**config.mk**
```make
export PLATFORM = sky130hd
export DESIGN_NAME = rv16_regfile_write_arbiter
export DESIGN_NICKNAME = d
export VERILOG_FILES = /design/src/rtl/rv16_regfile_write_arbiter.sv
export SDC_FILE = /design/constraint.sdc
export NUM_CORES = 1
export LEC_CHECK = 0
export ABC_AREA = 1
export BUFFER_PORTS_ARGS = -buffer_cell sky130_fd_sc_hd__buf_2
export CAP_MARGIN = 20
export CORE_MARGIN = 4
export CORE_UTILIZATION = 40
export CTS_CLUSTER_SIZE = 20
export DETAILED_ROUTE_END_ITERATION = 16
export PLACE_DENSITY = 0.75
export SKIP_CTS_REPAIR_TIMING = 1
export SLEW_MARGIN = 20
export SYNTH_ARGS = -nofsm -noshare
export SYNTH_HDL_FRONTEND = slang
export SYNTH_SLANG_ARGS = --single-unit
```
**constraint.sdc**
```tcl
create_clock -name rv16_warb_clock -period 1.9 [get_ports rv16_warb_clock]
set_input_delay 0.095 -clock rv16_warb_clock [delete_from_list [all_inputs] [get_ports rv16_warb_clock]]
set_output_delay 0.095 -clock rv16_warb_clock [all_outputs]
set_load 0.05 [all_outputs]
```
**src/rtl/rv16_regfile_write_arbiter.sv**
```systemverilog
// rv16_regfile_write_arbiter: round-robin arbiter sharing the regfile write port, plus a RAW busy scoreboard.
// Defining RV16_WARB_PERF_EN adds a saturating conflict_count output.
module rv16_regfile_write_arbiter #(
  parameter int DATA_W = 16,
  parameter int ADDR_W = 4
) (
  input  logic              rv16_warb_clock,
  input  logic              rv16_warb_reset,
  input  logic              req_a_valid,
  input  logic [ADDR_W-1:0] req_a_addr,
  input  logic [DATA_W-1:0] req_a_data,
  output logic              req_a_ready,
  input  logic              req_b_valid,
  input  logic [ADDR_W-1:0] req_b_addr,
  input  logic [DATA_W-1:0] req_b_data,
  output logic              req_b_ready,
  input  logic              mark_valid,
  input  logic [ADDR_W-1:0] mark_addr,
  input  logic [ADDR_W-1:0] rs1_addr_in,
  input  logic [ADDR_W-1:0] rs2_addr_in,
  output logic              hazard_stall,
  output logic [ADDR_W-1:0] rd_addr_out,
  output logic [DATA_W-1:0] rd_data_out,
`ifdef RV16_WARB_PERF_EN
  output logic [15:0]       conflict_count,
`endif
  output logic [15:0]       busy_vec
);
  typedef enum logic {PRIO_A, PRIO_B} prio_t;
  prio_t             r_prio, w_prio_nxt;
  logic              w_grant_a, w_grant_b, w_xfer;
  logic [ADDR_W-1:0] w_addr, r_rd_addr;
  logic [DATA_W-1:0] w_data, r_rd_data;
  logic [15:0]       r_busy, w_busy_nxt, w_clr, w_set;
  always_ff @(posedge rv16_warb_clock) begin
    if (rv16_warb_reset) r_prio <= PRIO_A;
    else r_prio <= w_prio_nxt;
  end
  always_comb begin
    w_grant_a  = req_a_valid && (!req_b_valid || r_prio == PRIO_A) && !rv16_warb_reset;
    w_grant_b  = req_b_valid && (!req_a_valid || r_prio == PRIO_B) && !rv16_warb_reset;
    w_prio_nxt = (req_a_valid && req_b_valid) ? ((r_prio == PRIO_A) ? PRIO_B : PRIO_A) : r_prio;
    w_xfer     = w_grant_a || w_grant_b;
    w_addr     = w_grant_a ? req_a_addr : req_b_addr;
    w_data     = w_grant_a ? req_a_data : req_b_data;
    w_clr      = w_xfer ? (16'(1) << w_addr) : 16'h0;
    w_set      = mark_valid ? (16'(1) << mark_addr) : 16'h0;
    // set after clear so a new producer marked this cycle keeps the bit
    w_busy_nxt = ((r_busy & ~w_clr) | w_set) & 16'hFFFE;
  end
  always_ff @(posedge rv16_warb_clock) begin
    if (rv16_warb_reset) begin
      r_rd_addr <= '0;
      r_rd_data <= '0;
      r_busy    <= '0;
    end else begin
      r_rd_addr <= w_xfer ? w_addr : '0;
      r_rd_data <= w_xfer ? w_data : r_rd_data;
      r_busy    <= w_busy_nxt;
    end
  end
`ifdef RV16_WARB_PERF_EN
  logic [15:0] r_conflict;
  always_ff @(posedge rv16_warb_clock) begin
    if (rv16_warb_reset) r_conflict <= '0;
    else if (req_a_valid && req_b_valid && r_conflict != 16'hFFFF) r_conflict <= r_conflict + 16'd1;
  end
  assign conflict_count = r_conflict;
`endif
  assign req_a_ready  = w_grant_a;
  assign req_b_ready  = w_grant_b;
  assign hazard_stall = r_busy[rs1_addr_in] | r_busy[rs2_addr_in];
  assign rd_addr_out  = r_rd_addr;
  assign rd_data_out  = r_rd_data;
  assign busy_vec     = r_busy;
endmodule

```
# Word-level counts from Yosys, hierarchy flattened
# Index checks and enable logic that the tools add are counted.
dict set report op_classes {
  multipliers 0
  div 0
  n_shift 2
  eq_ne 0
  magnitude_cmp 2
  bitwise 6
  n_addsub 0
  muxes 9
  n_reduce_logical 12
}
# operator n
set op_table {}
lappend op_table {{$mux 16} 3}
lappend op_table {{$shl 1x4->16 const A} 2}
lappend op_table {{$and 16x16->16} 1}
lappend op_table {{$not 16->16} 1}
lappend op_table {{$or 16x16->16} 1}
lappend op_table {{$lt 4x5->1 const B} 2}
lappend op_table {{$bmux 1 s4} 2}
lappend op_table {{$logic_and 1x1->1} 5}
lappend op_table {{$mux 4} 1}
lappend op_table {{$logic_not 1->1} 3}
lappend op_table {{$logic_or 1x1->1} 3}
lappend op_table {{$mux 1} 3}
lappend op_table {{$not 1->1} 2}
lappend op_table {{$reduce_or 2->1} 1}
lappend op_table {{$or 1x1->1} 1}
dict set report word_totals {
  latchBits 0
  ramBits 0
  romBits 0
  reg_bits 37
  in_bits 57
  mem_count 0
}

# Depth between registers and ports, before layout
# Gate-level depths: netlist (run 1).
dict set report logic_depth {
  depth_word 10
  mapped_depth 10
  depth_no_buf 8
}

# Worst setup path before layout (run 1)
# No wires, ideal clock.
dict set report synth_timing {
  path_type {register to output}
  from {register r_busy[9] (netlist: busy_vec[9])}
  to {output hazard_stall}
  t_arrival_ns 1.514
  path_slack_ns 0.291
  stages_incl_launch_ff 9
  n_path_buf 0
  cell_sequence {dfxtp_1 > inv_1 > a21oi_1 > o21ai_0 > nand3_1 > o21ai_0 > nand2_1 > nand2_1 > nand2_1}
}
dict set report synth_via {
  elab_chain_cells 3
  elab_cells_between_ends 5
  cone_classes {mux (4); bitwise (1)}
}
# item line_no
set synth_lines {}
lappend synth_lines {{start: declaration} 34} ;# logic [15:0] r_busy, w_busy_nxt, w_clr, w_set;
lappend synth_lines {{start signal: assignment} 59} ;# r_busy <= w_busy_nxt;
lappend synth_lines {{$bmux 1 s4} 72} ;# assign hazard_stall = r_busy[rs1_addr_in] | r_busy[rs2_addr_in];
lappend synth_lines {{$mux 1 (implied by the code)} 72}
lappend synth_lines {{$or 1x1->1 *} 72}
lappend synth_lines {{end: declaration} 21} ;# output logic hazard_stall,
# Mark *: on every way between the ends. The rest lies on a longest branch, timed or not. The select of a mux whose other input is x is not followed.

# Worst setup path after layout (run 1)
dict set report layout_timing {
  from {register r_prio}
  to {output req_a_ready}
}
dict set report layout_via {
  elab_chain_cells 4
}
# item line_no
set layout_lines {}
lappend layout_lines {{start: declaration} 30} ;# prio_t r_prio, w_prio_nxt;
lappend layout_lines {{start signal: assignment} 37} ;# else r_prio <= w_prio_nxt;
lappend layout_lines {{$not 1->1} --}
lappend layout_lines {{$logic_or 1x1->1} 40} ;# w_grant_a = req_a_valid && (!req_b_valid || r_prio == PRIO_A) && !rv16_warb_reset;
lappend layout_lines {{$logic_and 1x1->1 (2 in series)} 40}
lappend layout_lines {{end: declaration} 12} ;# output logic req_a_ready,
# Every way passes these cells.

==> results.md, run 1 <==
* CTS Buffer Depth at 2
* Critical path required time at around 1.8 ns
* Worst skew pair latency at ~0.28 ns
* Clk_skew at approximately 0.0037 ns
* Seq pwr share at 0.425
* Crit Path Category: reg -> out
* Comb pwr share at 0.290
* Largest net degree at the start of global routing at 38
* Ys flop type: dfxtp_1
* Cells after Synth at between 300 and 400
* Core region area at between 5000 and 6000 um2
* Psw at approximately 0.00067 W
* Ports placed on the boundary at 96
* Yosys top cell by area: dfxtp_1
* Crit-path max FO at 25
* Root Buffer: clkbuf_8
* Worst Setup End Kind: primary output
* Clk sink count at 36
* Number of global-route vias before repair at ~2,200
* Nets at between 400 and 500
* Status: complete, no violations
* RSZ-0062 raised after global routing: no
* Net Count, Synth at between 400 and 500
* Crit share post-route at 0.917
* Row cnt at 27
* Yosys top cell area share at 0.319
* Slew Limit Fails at 0
* Final hold violation count at 0
* Number of maximum-capacitance violations at 0
* Initial Util at 0.410
* Die width at 83.2 um
* GRT Util Overall at 0.171
* Final std cells w/o fill at 507
* HP Class: in -> reg
* WL per Instance at between 10 and 15 um
* Largest cells by area after synthesis: dfxtp_1 32%, nand2_1 17%, inv_1 9.3%
* Die Footprint at ~6900 um2
* Clock share of power at 0.285
* Detailed Place HPWL at around 4700 um
* Setup TNS at 0 ns
* Share of cells above drive strength 1 at 0.317
* Synth warnings at 0
* Async set or reset register ratio after synthesis at 0
* Port bufs at 94
* Synth Register Bits at 36
* DRT antenna net count at 0
* Post-synth EDFFs at 0
* Synth Cell Area at 2260 um2
* Pwr per Cell Area at slightly below 700 nW/um2
* Routed vias/inst at 4.68
* Count leader, synth: nand2_1
* Initial antenna violation count at 0
* DP Cell Count at ~500
* Distinct cells, synth at 31
* TritonCTS clock tree: done
* Reg clk slew, reported paths at 0.07 ns
* Wire length of the first global-routing pass at 9910 um
* Sequential fraction of the synthesis area at 0.319
* Pre-antenna DRT Iters at 4
* Die Y-Extent at 83.2 um
* Remaining global-route overflow at 0
* Worst R2R Setup Slack at 0.33 ns
* Avg Cell Area, Syn at approximately 6.6 um2
* Int Power at ~0.0013 W
* CTS buffer count at 5
* Minimum clock period at 1.74 ns
* Inserted Diodes at 0
* Net Sw Frac at 0.348
* Post-Route WL at 5900 um
* WP data arrival at 1.65 ns
* Final Wtd Congestion at a little under 0.9
* Setup Viol. Count Final at 0
* # DRC at 0
* Via count at around 2,400
* Syn-to-layout area delta at 25.5%
* CP startpoint kind: flop
* Synth cell count leaders: 101 x nand2_1, 56 x inv_1, 36 x dfxtp_1, 28 x nand3_1, 25 x a21oi_1
* Static Leak at between 1 and 1.5 nW
* DRT iter0 DRCs at roughly 130
* Fmax at approximately 570 MHz
* Htree depth at 2
* Max VDD drop at ~390 uV
==> registers in the layout (all words and copies together) (netlist names) <==
name and count:
rd_addr_out 4, r_prio 1, busy_vec 15, rd_data_out 16
==> placed cells by master, fill, tap and decap left out <==
cell / count
a21o_1: 1
a21oi_1: 25
a21oi_2: 14
a31oi_1: 1
buf_2: 94
buf_4: 2
clkbuf_1: 2
clkbuf_8: 6
clkinv_2: 1
conb_1: 1
dfxtp_1: 36
inv_1: 56
inv_2: 1
inv_4: 1
nand2_1: 101
nand2_2: 4
nand2_4: 5
nand3_1: 28
nand3_4: 1
nand3b_1: 1
nand4_1: 1
nor2_1: 6
nor2_2: 2
nor2_4: 5
nor3_1: 7
o211ai_1: 8
o21ai_0: 22
o21ai_1: 1
o21ai_2: 1
o21ai_4: 1
==> per-stage QoR <==
| stage | area [um2] | utilization | hold slack, ns | total power, W | setup WS, ns |
|---|---|---|---|---|---|
| after detailed placement | 2740 | 0.498 | 0.387 | 0.00140 | 0.334 |
| final | 2840 | 0.515 | 0.104 | 0.00193 | 0.158 |
| after global routing | 2840 | 0.515 | 0.112 | 0.00203 | 0.0404 |
| after CTS | 2830 | 0.515 | 0.0998 | 0.00194 | 0.0852 |
| after global placement | 2740 | 0.498 | 0.382 | 0.00139 | 0.383 |
| after floorplan | 2260 | - | 0.250 | 0.00125 | 0.291 |
==> worst max-delay path, cell delays in order (launching register included) <==
cell      delay [ns]
dfxtp_1         0.33
nand2_4         0.10
nand3_4         0.29
clkinv_2        0.32
buf_2           0.31
==> metal layers <==
| layer | GRT usage | up-vias | share of wire |
|---|---|---|---|
| li1 | - | 1268 | - |
| met1 | 0.217 | 1038 | 0.47 |
| met2 | 0.288 | 60 | 0.46 |
| met3 | 0.0377 | 6 | 0.058 |
| met4 | 0.0565 | 0 | 0.016 |
| met5 | 0 | - | 0 |
==> layout make-up <==
type	count	area (um2)
inverter	59	225
tap	72	90.1
sequential	36	721
multi-input combinational	236	1220
fill	562	2670
timing repair buffer	96	485
clock buffer	8	90.1
==> final timing paths <==
kind / start / to / cells after the start
worst max-delay path: r_prio / req_a_ready / 4
worst min-delay path: req_b_data[14] / rd_data_out[14] / 5
worst max register to register: r_prio / busy_vec[3] / 8
worst min register to register: busy_vec[3] / busy_vec[3] / 2
==> logic make-up (layout without fill, tap and decap cells) <==
family          after synthesis  after routing  share of synthesized area
other cells                   1              1                    0.00166
buf+inv                      72            163                      0.140
simple gates                161            161                      0.336
flops                        36             36                      0.319
compound gates               74             74                      0.204
==> power groups by stage <==
stage / Clock, W / Sequential (W) / Combinational (W)
2_1_floorplan: 0 / 0.000974 / 0.000274
3_3_place_gp: 0 / 0.000835 / 0.000551
3_5_place_dp: 0 / 0.000836 / 0.000560
4_1_cts: 0.000564 / 0.000819 / 0.000561
5_1_grt: 0.000589 / 0.000824 / 0.000614
6_report: 0.000550 / 0.000819 / 0.000559
No activity file was read; power rests on OpenSTA's default activity.
==> inputs of run 2 (changes only) <==
--- a/config.mk
+++ b/config.mk
@@ -5,14 +5,14 @@
 export SDC_FILE = /design/constraint.sdc
 export NUM_CORES = 1
 export LEC_CHECK = 0
-export ABC_AREA = 1
+export ABC_AREA = 0
 export BUFFER_PORTS_ARGS = -buffer_cell sky130_fd_sc_hd__buf_2
 export CAP_MARGIN = 20
 export CORE_MARGIN = 4
 export CORE_UTILIZATION = 40
 export CTS_CLUSTER_SIZE = 20
 export DETAILED_ROUTE_END_ITERATION = 16
-export PLACE_DENSITY = 0.75
+export PLACE_DENSITY = 0.76
 export SKIP_CTS_REPAIR_TIMING = 1
 export SLEW_MARGIN = 20
 export SYNTH_ARGS = -nofsm -noshare
==> results.md, run 2 <==
* Fmax at 524 MHz (was 574 MHz)
* Net Sw Frac at 0.316 (was 0.348)
* Yosys top cell by area: dfxtp_1 (unchanged)
* Pre-antenna DRT Iters at 4 (unchanged)
* Max FFs per register at 16 (unchanged)
* Share of cells above drive strength 1 at 0.370 (was 0.317)
* GRT Util Overall at 0.188 (was 0.171)
* Synth Register Bits at 36 (unchanged)
* Worst skew pair latency at 0.29 ns (was 0.28 ns)
* Max VDD drop at 458 uV (was 395 uV)
* Slew HR at 0.568
* Root Buffer: clkbuf_8 (unchanged)
* Row cnt at 26 (was 27)
* Crit Path Category: reg -> out (unchanged)
* RR Startpoint: r_prio (unchanged)
* Finished Cell Area at 2780 um2 (was 2840 um2)
* Crit share post-route at 1.00 (was 0.917)
* Most frequent cells in the layout: 93 x buf_2, 39 x nand2_1, 37 x nor2_1, 35 x dfxtp_1 (was 101 x nand2_1, 94 x buf_2, 56 x inv_1, 36 x dfxtp_1, 28 x nand3_1)
* CTS Buffer Depth at 2 (unchanged)
* Avg Cell Area, Syn at 8.08 um2 (was 6.57 um2)
* DRT iter0 DRCs at 142 (was 133)
* Distinct cells, synth at 45 (was 31)
* DRT antenna net count at 0 (unchanged)
* Final Wtd Congestion at 0.870 (about the same)
* Inserted Diodes at 0 (unchanged)
* Remaining global-route overflow at 0 (unchanged)
* Yosys top cell area share at 0.346 (was 0.319)
* WP data arrival at 1.81 ns (was 1.65 ns)
* Largest net degree at the start of global routing at 33 (was 38)
* Detailed Place HPWL at 4650 um (was 4660 um)
* Async set or reset register ratio after synthesis at 0 (unchanged)
* Status: finished with violations (was complete, no violations)
* Minimum clock period at 1.91 ns (was 1.74 ns)
* Setup TNS at -0.00678 ns (was 0 ns)
* Cells after Synth at 258 (was 344)
* TritonCTS clock tree: done (unchanged)
* Clock share of power at 0.354 (was 0.285)
* Pwr per Cell Area at 750 nW/um2 (was 680 nW/um2)
* Port bufs at 94 (unchanged)
* Worst Tran Pin Value at between 0.6 and 0.7 ns
* Wire length of the first global-routing pass at 9770 um (was 9910 um)
* Die Footprint at 6430 um2 (was 6920 um2)
* Initial Util at 0.411 (was 0.410)
* Worst min-delay path startpoint: req_a_data[13] (was req_b_data[14])
* Post-Route WL at 6140 um (was 5900 um)
* Initial antenna violation count at 0 (unchanged)
* Synth Cell Area at 2090 um2 (was 2260 um2)
* RSZ-0062 raised after global routing: yes (was no)
* Psw at 0.000660 W (was 0.000671 W)
* Int Power at 0.00143 W (was 0.00126 W)
* Synth warnings at 0 (unchanged)
* Core region area at 5070 um2 (was 5510 um2)
* Placed Area at 2620 um2 (was 2740 um2)
* Clk_skew at 0.00787 ns (was 0.00368 ns)
* Hold WS at 0.0560 ns (was 0.104 ns)
* Critical path required time at 1.80 ns (about the same)
* Ports placed on the boundary at 96 (unchanged)
* Synth cell count leaders: 39 x nand2_1, 38 x nor2_1, 36 x dfxtp_1, 17 x inv_1, 16 x a311oi_1 (was 101 x nand2_1, 56 x inv_1, 36 x dfxtp_1, 28 x nand3_1, 25 x a21oi_1)
* HP Class: in -> reg (unchanged)
* Slew Limit Fails at 0 (unchanged)
* Reg clk slew, reported paths at 0.08 ns (was 0.07 ns)
* Count leader, synth: nand2_1 (unchanged)
* Comb pwr share at 0.254 (was 0.290)
* CP startpoint kind: flop (unchanged)
* Static Leak at 1.21 nW (was 1.49 nW)
* Final hold violation count at 0 (unchanged)
* Crit-path max FO at 4 (was 25)
* Clk sink count at 36 (unchanged)
* Die Y-Extent at 80.2 um (was 83.2 um)
* Worst Setup End Kind: primary output (unchanged)
* CP startpoint: busy_vec[1] (was r_prio)
* Die width at 80.2 um (was 83.2 um)
* # DRC at 0 (unchanged)
* Filler cell count in the final layout at 503 (was 562)
* Number of global-route vias before repair at 2,087 (was 2,210)
* Routed vias/inst at 5.47 (was 4.68)
* Sequential fraction of the synthesis area at 0.346 (was 0.319)
* Net Count, Synth at 315 (was 401)
* Number of maximum-capacitance violations at 0 (unchanged)
* Failing checks: negative setup slack
* WL per Instance at 14.6 um (was 11.6 um)
* Via count at 2,303 (was 2,372)
* Post-synth EDFFs at 0 (unchanged)
* Htree depth at 2 (unchanged)
* Syn-to-layout area delta at 33.5% (was 25.5%)
* Largest cells by area after synthesis: dfxtp_1 35%, nand2_1 7.0%, nor2_1 6.8% (was dfxtp_1 32%, nand2_1 17%, inv_1 9.3%)
* Post-layout worst setup margin at -0.00678 ns (was 0.158 ns)
* Setup Viol. Count Final at 1 (was 0)
* Final design utilization at 0.549 (was 0.515)
* Most common cell after layout, fill and taps aside: buf_2 (was nand2_1)
* Ys flop type: dfxtp_1 (unchanged)
* Seq pwr share at 0.392 (was 0.425)
* Nets at 407 (was 491)
* CTS buffer count at 5 (unchanged)
[run 2: cell count changes in the layout (fill, tap and decap cells not counted), moves of 14 or more]
| cell | change |
|---|---|
| a21oi_2 | -14 |
| nand2_1 | -62 |
| o21ai_0 | -19 |
| nor2_1 | +31 |
| a21oi_1 | -18 |
| nand3_1 | -25 |
| inv_1 | -40 |
| a211oi_1 | +14 |
| a311oi_1 | +16 |
[run 2: routing by layer]
metal  share of wire  up-vias  GRT usage
li1                -     1140          -
met1            0.43     1047      0.250
met2            0.47      109      0.299
met3           0.090        7     0.0493
met4           0.010        0     0.0507
met5               0        -          0
[run 2: layout make-up]
type | count | area [um2] | area share
clock buffer | 7 | 96.3 | 0.0346
clock inverter | 1 | 30.0 | 0.0108
inverter | 17 | 67.6 | 0.0243
multi-input combinational | 188 | 1240 | 0.447
sequential | 36 | 722 | 0.259
tap | 70 | 87.6 | 0.0315
timing repair buffer | 102 | 537 | 0.193
[run 2: power by group through the flow]
stage / registers [W] / logic, W / clock network, W
CTS: 0.000819 / 0.000520 / 0.000753
floorplan: 0.000971 / 0.000216 / 0
global route: 0.000824 / 0.000574 / 0.000782
detailed placement: 0.000836 / 0.000518 / 0
global placement: 0.000835 / 0.000514 / 0
finish: 0.000819 / 0.000529 / 0.000739
[run 2: path summary, 6_finish.rpt]
| check | slack, ns | end | cells past startpoint |
|---|---|---|---|
| max | -0.007 | hazard_stall | 5 |
| min | 0.06 | rd_data_out[13] | 3 |
| max reg2reg | 0.27 | busy_vec[15] | 4 |
| min reg2reg | 0.50 | rd_data_out[8] | 2 |
[run 2: cells by family (layout without fill, tap and decap cells)]
| logic type | Yosys count | in the layout | synth area share |
|---|---|---|---|
| other | 1 | 1 | 0.00180 |
| multiplexers | 8 | 8 | 0.0648 |
| buffers and inverters | 34 | 127 | 0.0726 |
| AND/OR/NAND/NOR | 110 | 110 | 0.248 |
| XOR/XNOR | 1 | 1 | 0.00420 |
| AO/OA/AOI/OAI | 68 | 68 | 0.263 |
| flip-flops | 36 | 36 | 0.346 |
[run 2: stage by stage]
step | power [W] | cells | setup WS (ns)
floorplan | 0.00119 | 258 | 0.0533
global placement | 0.00135 | 413 | 0.207
detailed placement | 0.00135 | 413 | 0.206
CTS | 0.00209 | 421 | -0.117
global route | 0.00218 | 421 | -0.0924
finish | 0.00209 | 421 | -0.00678
[run 2: worst max-delay path, stage by stage, from the launching register on]
cell and delay (ns):
dfxtp_1 0.34, mux2_4 0.29, a2111oi_4 0.35, nor4_1 0.10
a311o_1 0.29, buf_6 0.16
